[src/rtl/unidad_control_multiciclo.sv]
`default_nettype none
// ============================================================================
//  Module      : unidad_control_multiciclo
//  Description : Multicycle control unit for the Proyecto datapath. Accepts
//                one 19-bit instruction via valid/ready and sequences
//                DECODE -> EXEC -> COMMIT, driving register-file addresses
//                and enables, ALU op select and data-memory write enable.
//                Optional performance counters are built only when the
//                macro CTRL_PERF_CNT_EN is defined.
//  Revision    : 1.0 - initial release
// ============================================================================
module unidad_control_multiciclo #(
    parameter int CNT_W = 16
) (
    input  logic             clk,
    input  logic             rst_n,
    input  logic             instr_valid,
    output logic             instr_ready,
    input  logic [18:0]      instruccion,
    output logic [4:0]       rf_raddr_a,
    output logic [4:0]       rf_raddr_b,
    output logic             rf_we,
    output logic [4:0]       rf_waddr,
    output logic [1:0]       alu_op,
    output logic             mem_we,
    output logic             done,
    output logic             illegal,
    output logic [CNT_W-1:0] retired_cnt,
    output logic [CNT_W-1:0] illegal_cnt
);

    localparam logic [3:0] OP_ADD = 4'b0011;
    localparam logic [3:0] OP_SUB = 4'b0100;
    localparam logic [3:0] OP_SLT = 4'b0101;
    localparam logic [3:0] OP_SW  = 4'b0111;

    localparam logic [1:0] ALU_ADD   = 2'b00;
    localparam logic [1:0] ALU_SUB   = 2'b01;
    localparam logic [1:0] ALU_SLT   = 2'b10;
    localparam logic [1:0] ALU_PASSB = 2'b11;

    localparam logic [1:0] S_IDLE   = 2'd0;
    localparam logic [1:0] S_DECODE = 2'd1;
    localparam logic [1:0] S_EXEC   = 2'd2;
    localparam logic [1:0] S_COMMIT = 2'd3;

    logic [1:0]  state_q, state_d;
    logic [18:0] instr_q, instr_d;

    // Fields of the captured word; the live input is never decoded after accept.
    logic [3:0] w_opcode;
    logic [4:0] w_rd, w_rs, w_rt;
    logic       w_legal;
    logic       w_is_sw;

    assign w_opcode = instr_q[18:15];
    assign w_rd     = instr_q[14:10];
    assign w_rs     = instr_q[9:5];
    assign w_rt     = instr_q[4:0];
    assign w_is_sw  = (w_opcode == OP_SW);
    assign w_legal  = (w_opcode == OP_ADD) || (w_opcode == OP_SUB) ||
                      (w_opcode == OP_SLT) || w_is_sw;

    // State and instruction register; reset aborts any instruction in flight.
    always_ff @(posedge clk or negedge rst_n) begin
        if (!rst_n) begin
            state_q <= S_IDLE;
            instr_q <= '0;
        end else begin
            state_q <= state_d;
            instr_q <= instr_d;
        end
    end

    // Next state: capture on handshake, illegal opcodes skip EXEC.
    always_comb begin
        state_d = state_q;
        instr_d = instr_q;
        case (state_q)
            S_IDLE: begin
                if (instr_valid) begin
                    instr_d = instruccion;
                    state_d = S_DECODE;
                end
            end
            S_DECODE: state_d = w_legal ? S_EXEC : S_COMMIT;
            S_EXEC:   state_d = S_COMMIT;
            default:  state_d = S_IDLE;
        endcase
    end

    // Outputs: addresses/alu_op held from DECODE through COMMIT, enables only in COMMIT.
    always_comb begin
        instr_ready = (state_q == S_IDLE);
        rf_raddr_a  = '0;
        rf_raddr_b  = '0;
        rf_waddr    = '0;
        alu_op      = ALU_ADD;
        rf_we       = 1'b0;
        mem_we      = 1'b0;
        done        = 1'b0;
        illegal     = 1'b0;
        if (state_q != S_IDLE) begin
            rf_raddr_a = w_rs;
            rf_raddr_b = w_rt;
            rf_waddr   = w_rd;
            case (w_opcode)
                OP_SUB:  alu_op = ALU_SUB;
                OP_SLT:  alu_op = ALU_SLT;
                OP_SW:   alu_op = ALU_PASSB;
                default: alu_op = ALU_ADD;
            endcase
        end
        if (state_q == S_COMMIT) begin
            done = 1'b1;
            if (!w_legal) begin
                illegal = 1'b1;
            end else if (w_is_sw) begin
                mem_we = 1'b1;
            end else begin
                rf_we = 1'b1;
            end
        end
    end

`ifdef CTRL_PERF_CNT_EN
    logic [CNT_W-1:0] retired_cnt_q, retired_cnt_d;
    logic [CNT_W-1:0] illegal_cnt_q, illegal_cnt_d;

    // Counter increments; natural wrap at 2^CNT_W.
    always_comb begin
        retired_cnt_d = retired_cnt_q;
        illegal_cnt_d = illegal_cnt_q;
        if (done && !illegal) retired_cnt_d = retired_cnt_q + 1'b1;
        if (done && illegal)  illegal_cnt_d = illegal_cnt_q + 1'b1;
    end

    // Counter registers, cleared only by reset.
    always_ff @(posedge clk or negedge rst_n) begin
        if (!rst_n) begin
            retired_cnt_q <= '0;
            illegal_cnt_q <= '0;
        end else begin
            retired_cnt_q <= retired_cnt_d;
            illegal_cnt_q <= illegal_cnt_d;
        end
    end

    assign retired_cnt = retired_cnt_q;
    assign illegal_cnt = illegal_cnt_q;
`else
    assign retired_cnt = '0;
    assign illegal_cnt = '0;
`endif

endmodule
`default_nettype wire
[config.mk]
export PLATFORM = sky130hd
export DESIGN_NAME = unidad_control_multiciclo
export DESIGN_NICKNAME = d
export VERILOG_FILES = /design/src/rtl/unidad_control_multiciclo.sv
export SDC_FILE = /design/constraint.sdc
export NUM_CORES = 1
export LEC_CHECK = 0
export BUFFER_PORTS_ARGS = -buffer_cell sky130_fd_sc_hd__buf_4
export CORE_ASPECT_RATIO = 0.5
export CORE_MARGIN = 1.5
export CORE_UTILIZATION = 47
export DETAILED_ROUTE_END_ITERATION = 10
export PLACE_DENSITY = 0.95
export SLEW_MARGIN = 20
export SYNTH_ARGS = -nofsm -noshare
export SYNTH_HDL_FRONTEND = slang
export SYNTH_SLANG_ARGS = --single-unit
[constraint.sdc]
create_clock -name clk -period 2.5 [get_ports clk]
set_input_delay 0.125 -clock clk [delete_from_list [all_inputs] [get_ports clk]]
set_output_delay 0.125 -clock clk [all_outputs]
set_load 0.1 [all_outputs]
==> results of run 1 <==
-- area by class of cell --
type | instances | area [sq um] | area share
Clock buffer | 4 | 45.0 | 0.0265
Inverter | 3 | 11.3 | 0.00662
Timing Repair Buffer | 44 | 333 | 0.196
Sequential cell | 21 | 526 | 0.309
Multi-Input combinational cell | 92 | 741 | 0.435
Tap cell | 37 | 46.3 | 0.0272
-- worst paths after layout --
| check | slack (ps) | to | cells after the start |
|---|---|---|---|
| max in group asynchronous | 2000 | state_q[0]$_DFFE_PN0P_ | 2 |
| min in group asynchronous | 290 | instr_q[16]$_DFFE_PN0P_ | 2 |
| worst min-delay path | 100 | instr_q[3]$_DFFE_PN0P_ | 2 |
| worst max-delay path | 510 | rf_raddr_b[2] | 4 |
| worst min register to register | 500 | instr_q[14]$_DFFE_PN0P_ | 1 |
| worst max register to register | 540 | instr_q[12]$_DFFE_PN0P_ | 4 |
-- logic make-up after synthesis --
group,synth area share
AO/OA/AOI/OAI,0.0259
flip-flops,0.389
buffers and inverters,0.200
AND/OR/NAND/NOR,0.144
adder cells (fa/ha/maj),0.0463
multiplexers,0.186
XOR/XNOR,0.00648
other,0.00278
-- critical path, cell delays in order (launching register included) --
cell	delay, ps
dfrtp_1	430
inv_1	120
ha_2	570
and2b_1	250
buf_4	230
-- cell usage after synthesis, types with 2 or more instances --
| cell type | n |
|---|---|
| clkbuf_1 | 2 |
| nor2b_1 | 11 |
| buf_4 | 32 |
| mux2_2 | 9 |
| and2b_1 | 7 |
| mux2_4 | 10 |
| dfrtp_1 | 21 |
| inv_1 | 3 |
| o21ai_0 | 3 |
| nand2_1 | 3 |
| ha_1 | 5 |
-- repair_timing --
action,CTS,global route
setup endpoints to repair,0,0
hold endpoints to repair,21,0
hold buffers,1,0
-- per-stage QoR --
| step | instance area [sq um] | util | hold WS [ps] |
|---|---|---|---|
| floorplan | 1540 | - | -171 |
| global placement | 1650 | 0.617 | 13.6 |
| detailed placement | 1650 | 0.617 | 20.9 |
| CTS | 1700 | 0.638 | 96.8 |
| global route | 1700 | 0.638 | 82.7 |
| finish | 1700 | 0.638 | 100 |
-- registers in the layout, summed over array words and instances (netlist names) --
signal	cells
instr_q	19
state_q	2
-- layer usage --
layer,vias up,global-route usage,wire [um]
met4,0,0.0395,0
met3,0,0.0422,146
met5,-,0,0
met2,43,0.371,1530
li1,416,-,-
met1,455,0.202,1070
==> flow_metrics.tcl, run 1 <==
set metrics [dict create \
    cts.sinks 21 \
    grt_pass1_wl_mm 4.13 \
    overflow 0 \
    hp-start "instruccion[3]" \
    final_cell_mix "buf_4, conb_1, dfrtp_1" \
    finalSetupTns_ps 0 \
    final_common_cell "buf_4" \
    wl_mm 2.75 \
    fin_skew_ps 0.862 \
    postSynth.asyncResetShare 1.00 \
    clock-root-buffer "clkbuf_8" \
    yosysTopAreaCell "dfrtp_1" \
    synth_top_area_frac 0.389 \
    drive_gt1_frac 0.488 \
    min_period_over_period 0.796 \
    diodes 0 \
    grt_use_total 0.180 \
    avgSynthCellArea_sq_um 11.3 \
    clkTransAtPathRegs_ps 70 \
    synth_area_sq_um 1350 \
    grt_setup_unrepaired "false" \
    cap_violations 0 \
    cp.required_ps 2380 \
    start_util 0.507 \
    dr.pass1.iters 4 \
    clk_latency_ps 250 \
    worst_pin_slew_ps 575 \
    area_growth_syn_to_layout_pct 25.9 \
    fp-row-count 13 \
    start_kind "flop" \
    synth-seq-cells 21 \
    ys_top_cells_by_area "dfrtp_1, buf_4, mux2_4" \
    status "finished clean" \
    final-hold-violation-count 0 \
    worst_r2r_startpoint "state_q[1]$_DFFE_PN0P_" \
    yosys_warnings 0 \
    ios 76 \
    instances_no_fill 201 \
    cp_max_fo 22 \
    ant_nets 0 \
    synth_flop_cell "dfrtp_1" \
    end_kind "output pin" \
    worstSetupPathType "reg -> out" \
    holdCritPathClass "in -> reg" \
    grt_pass1_vias 816 \
    wl_per_cell_um 13.7 \
    final_nets 192 \
    grt_max_degree 23 \
    worstPathArrival_ps 1860 \
    slew_violations 0 \
    cts_tree "built" \
    pre_cts_ws_ps 544 \
    clockBufferDepth 2 \
    post-cts-setup-buffers 0 \
    antenna_found_initial 0 \
    dieArea_sq_um 3230 \
    drc 0 \
    setup_viol 0 \
    layout_setup_ws_ps 511 \
    synth_edf_count 0 \
    maxClockFrequency_mhz 503 \
    drt-initial-drc-count 37 \
    crit_start "state_q[1]$_DFFE_PN0P_" \
    syn_inst 120 \
    dpl.hpwl_mm 2.07 \
    synth_cell_type_count 25 \
    htreeDepth 1 \
    die_h_um 40.9 \
    num_vias 914 \
    seq_area_frac_synth 0.389 \
    placed_cells 196 \
    relSlewSlack 0.616 \
    cts_inserted_buffers 3 \
    die_w_um 78.8 \
    fillers 216 \
    cts_resized 0 \
    fin_crit_ps 1990 \
    io_buffers 43 \
    core_sq_um 2670 \
    gp_congestion 0.674 \
    routed_via_density 4.55 \
]
Power of run 1 is not shown: default switching activity piles up to over one toggle a cycle in this logic, so the estimate is an artifact.
==> run 2, diff against run 1 <==
CORE_UTILIZATION = 44   (was 47)
PLACE_DENSITY = 0.91   (was 0.95)
clock period = 2 ns   (was 2.5 ns; I/O delays follow)
==> run 2 against run 1 <==
Via count down 2.8%. Register-to-register slack got worse by 190 ps. Sequential share of layout area down 0.25 points. Sequential cell count unchanged. Critical path type unchanged. Critical endpoint is now alu_op[1].
==> flow_metrics.tcl, run 2 (synthesized netlist as in run 1, its figures left out) <==
set metrics [dict create \
    antenna_found_initial 0 \
    wl_mm 2.42 \
    dr.pass1.iters 4 \
    final_nets 192 \
    final_cell_mix "buf_4, conb_1, dfrtp_1" \
    worst_r2r_startpoint "state_q[1]$_DFFE_PN0P_" \
    fp-row-count 13 \
    setup_viol 0 \
    dieArea_sq_um 3430 \
    holdCritPathClass "in -> reg" \
    diodes 0 \
    final-hold-violation-count 0 \
    crit_buf_inv 2 \
    slew_violations 0 \
    holdPathEnd "instr_q[9]$_DFFE_PN0P_" \
    start_util 0.492 \
    worstPathArrival_ps 1650 \
    grt_pass1_vias 870 \
    largest_reg_flops 19 \
    drive_gt1_frac 0.512 \
    cap_violations 0 \
    overflow 0 \
    drt-initial-drc-count 12 \
    fin_crit_ps 1750 \
    cts_resized 0 \
    grt_max_degree 23 \
    io_buffers 43 \
    ff2ff_setup_slack_ps 350 \
    clkTransAtPathRegs_ps 70 \
    fillers 215 \
    die_w_um 81.4 \
    critPathTopFamily "flip-flops" \
    end_kind "output pin" \
    maxClockFrequency_mhz 572 \
    worstSetupPathType "reg -> out" \
    core_sq_um 2750 \
    routed_via_density 4.42 \
    cp.required_ps 1900 \
    r2r-end "instr_q[12]$_DFFE_PN0P_" \
    instances_no_fill 201 \
    ant_nets 0 \
    whs_path_depth 2 \
    cp_cell_sequence "inv_2 > ha_4 > nor4bb_4 > buf_4" \
    htreeDepth 1 \
    status "finished clean" \
    clk_latency_ps 260 \
    dpl.hpwl_mm 1.87 \
    cpMaxStageDelayCell "dfrtp_1" \
    cts.sinks 21 \
    ios 76 \
    drc 0 \
    placed_cells 196 \
    cpPeakStageDelay_ps 430 \
    cp_max_fo 22 \
    hp-start "instruccion[9]" \
    reg2reg_depth 4 \
    grt_setup_unrepaired "false" \
    start_kind "flop" \
    fin_skew_ps 2.44 \
    finalSetupTns_ps 0 \
    wl_per_cell_um 12.0 \
    clock-root-buffer "clkbuf_8" \
    gp_congestion 0.685 \
    cts_inserted_buffers 3 \
    num_vias 888 \
    final_common_cell "buf_4" \
    clockBufferDepth 2 \
    reg_top3 "instr_q (19), state_q (2)" \
    grt_pass1_wl_mm 3.99 \
    area_growth_syn_to_layout_pct 26.9 \
    die_h_um 42.2 \
    grt_use_total 0.152 \
    largest_register "instr_q" \
    min_period_over_period 0.875 \
    cts_tree "built" \
]
## run 2: changes by cell type in the layout (fill, tap and decap cells not counted), sizes merged
cell | previous run | this run
clkinv | 0 | 1
clkbuf | 4 | 3
## run 2: worst max path at each step
stage | end | cells after the start | slack, ps | start
floorplan | alu_op[1] | 4 | -140 | state_q[0]$_DFFE_PN0P_
global placement | instr_q[4]$_DFFE_PN0P_ | 4 | 410 | state_q[1]$_DFFE_PN0P_
detailed placement | instr_q[7]$_DFFE_PN0P_ | 4 | 350 | state_q[1]$_DFFE_PN0P_
CTS | alu_op[1] | 4 | 240 | state_q[1]$_DFFE_PN0P_
global route | alu_op[1] | 4 | 140 | state_q[0]$_DFFE_PN0P_
finish | alu_op[1] | 4 | 250 | state_q[0]$_DFFE_PN0P_
## run 2: final cells by class
type,instances,area (sq um),share of cell area
Multi-Input combinational cell,92,753,0.439
Sequential cell,21,526,0.306
Timing Repair Buffer,44,333,0.194
Tap cell,37,46.3,0.0270
Clock buffer,3,41.3,0.0241
Inverter,3,11.3,0.00656
Clock inverter,1,5.00,0.00292
## run 2: repair_timing
action                                 4_1_cts  5_1_grt
endpoints found under the hold margin       21        0
setup buffers                                0        0
hold buffers                                 1        0
## run 2: routing by layer
metal | wire length [um] | global-route usage
met5 | 0 | 0
met4 | 15 | 0.0310
met3 | 204 | 0.0391
met2 | 1280 | 0.291
met1 | 915 | 0.168
## run 2: stage by stage
stage,setup slack (ps),util,cell area [sq um],hold WS (ps)
CTS,236,0.624,1720,59.2
global route,137,0.624,1720,61.3
finish,251,0.624,1720,70.1
global placement,407,0.604,1660,-6.78
floorplan,-142,-,1570,-196
detailed placement,347,0.604,1660,-2.99
Power of run 2 is left out for the same reason.
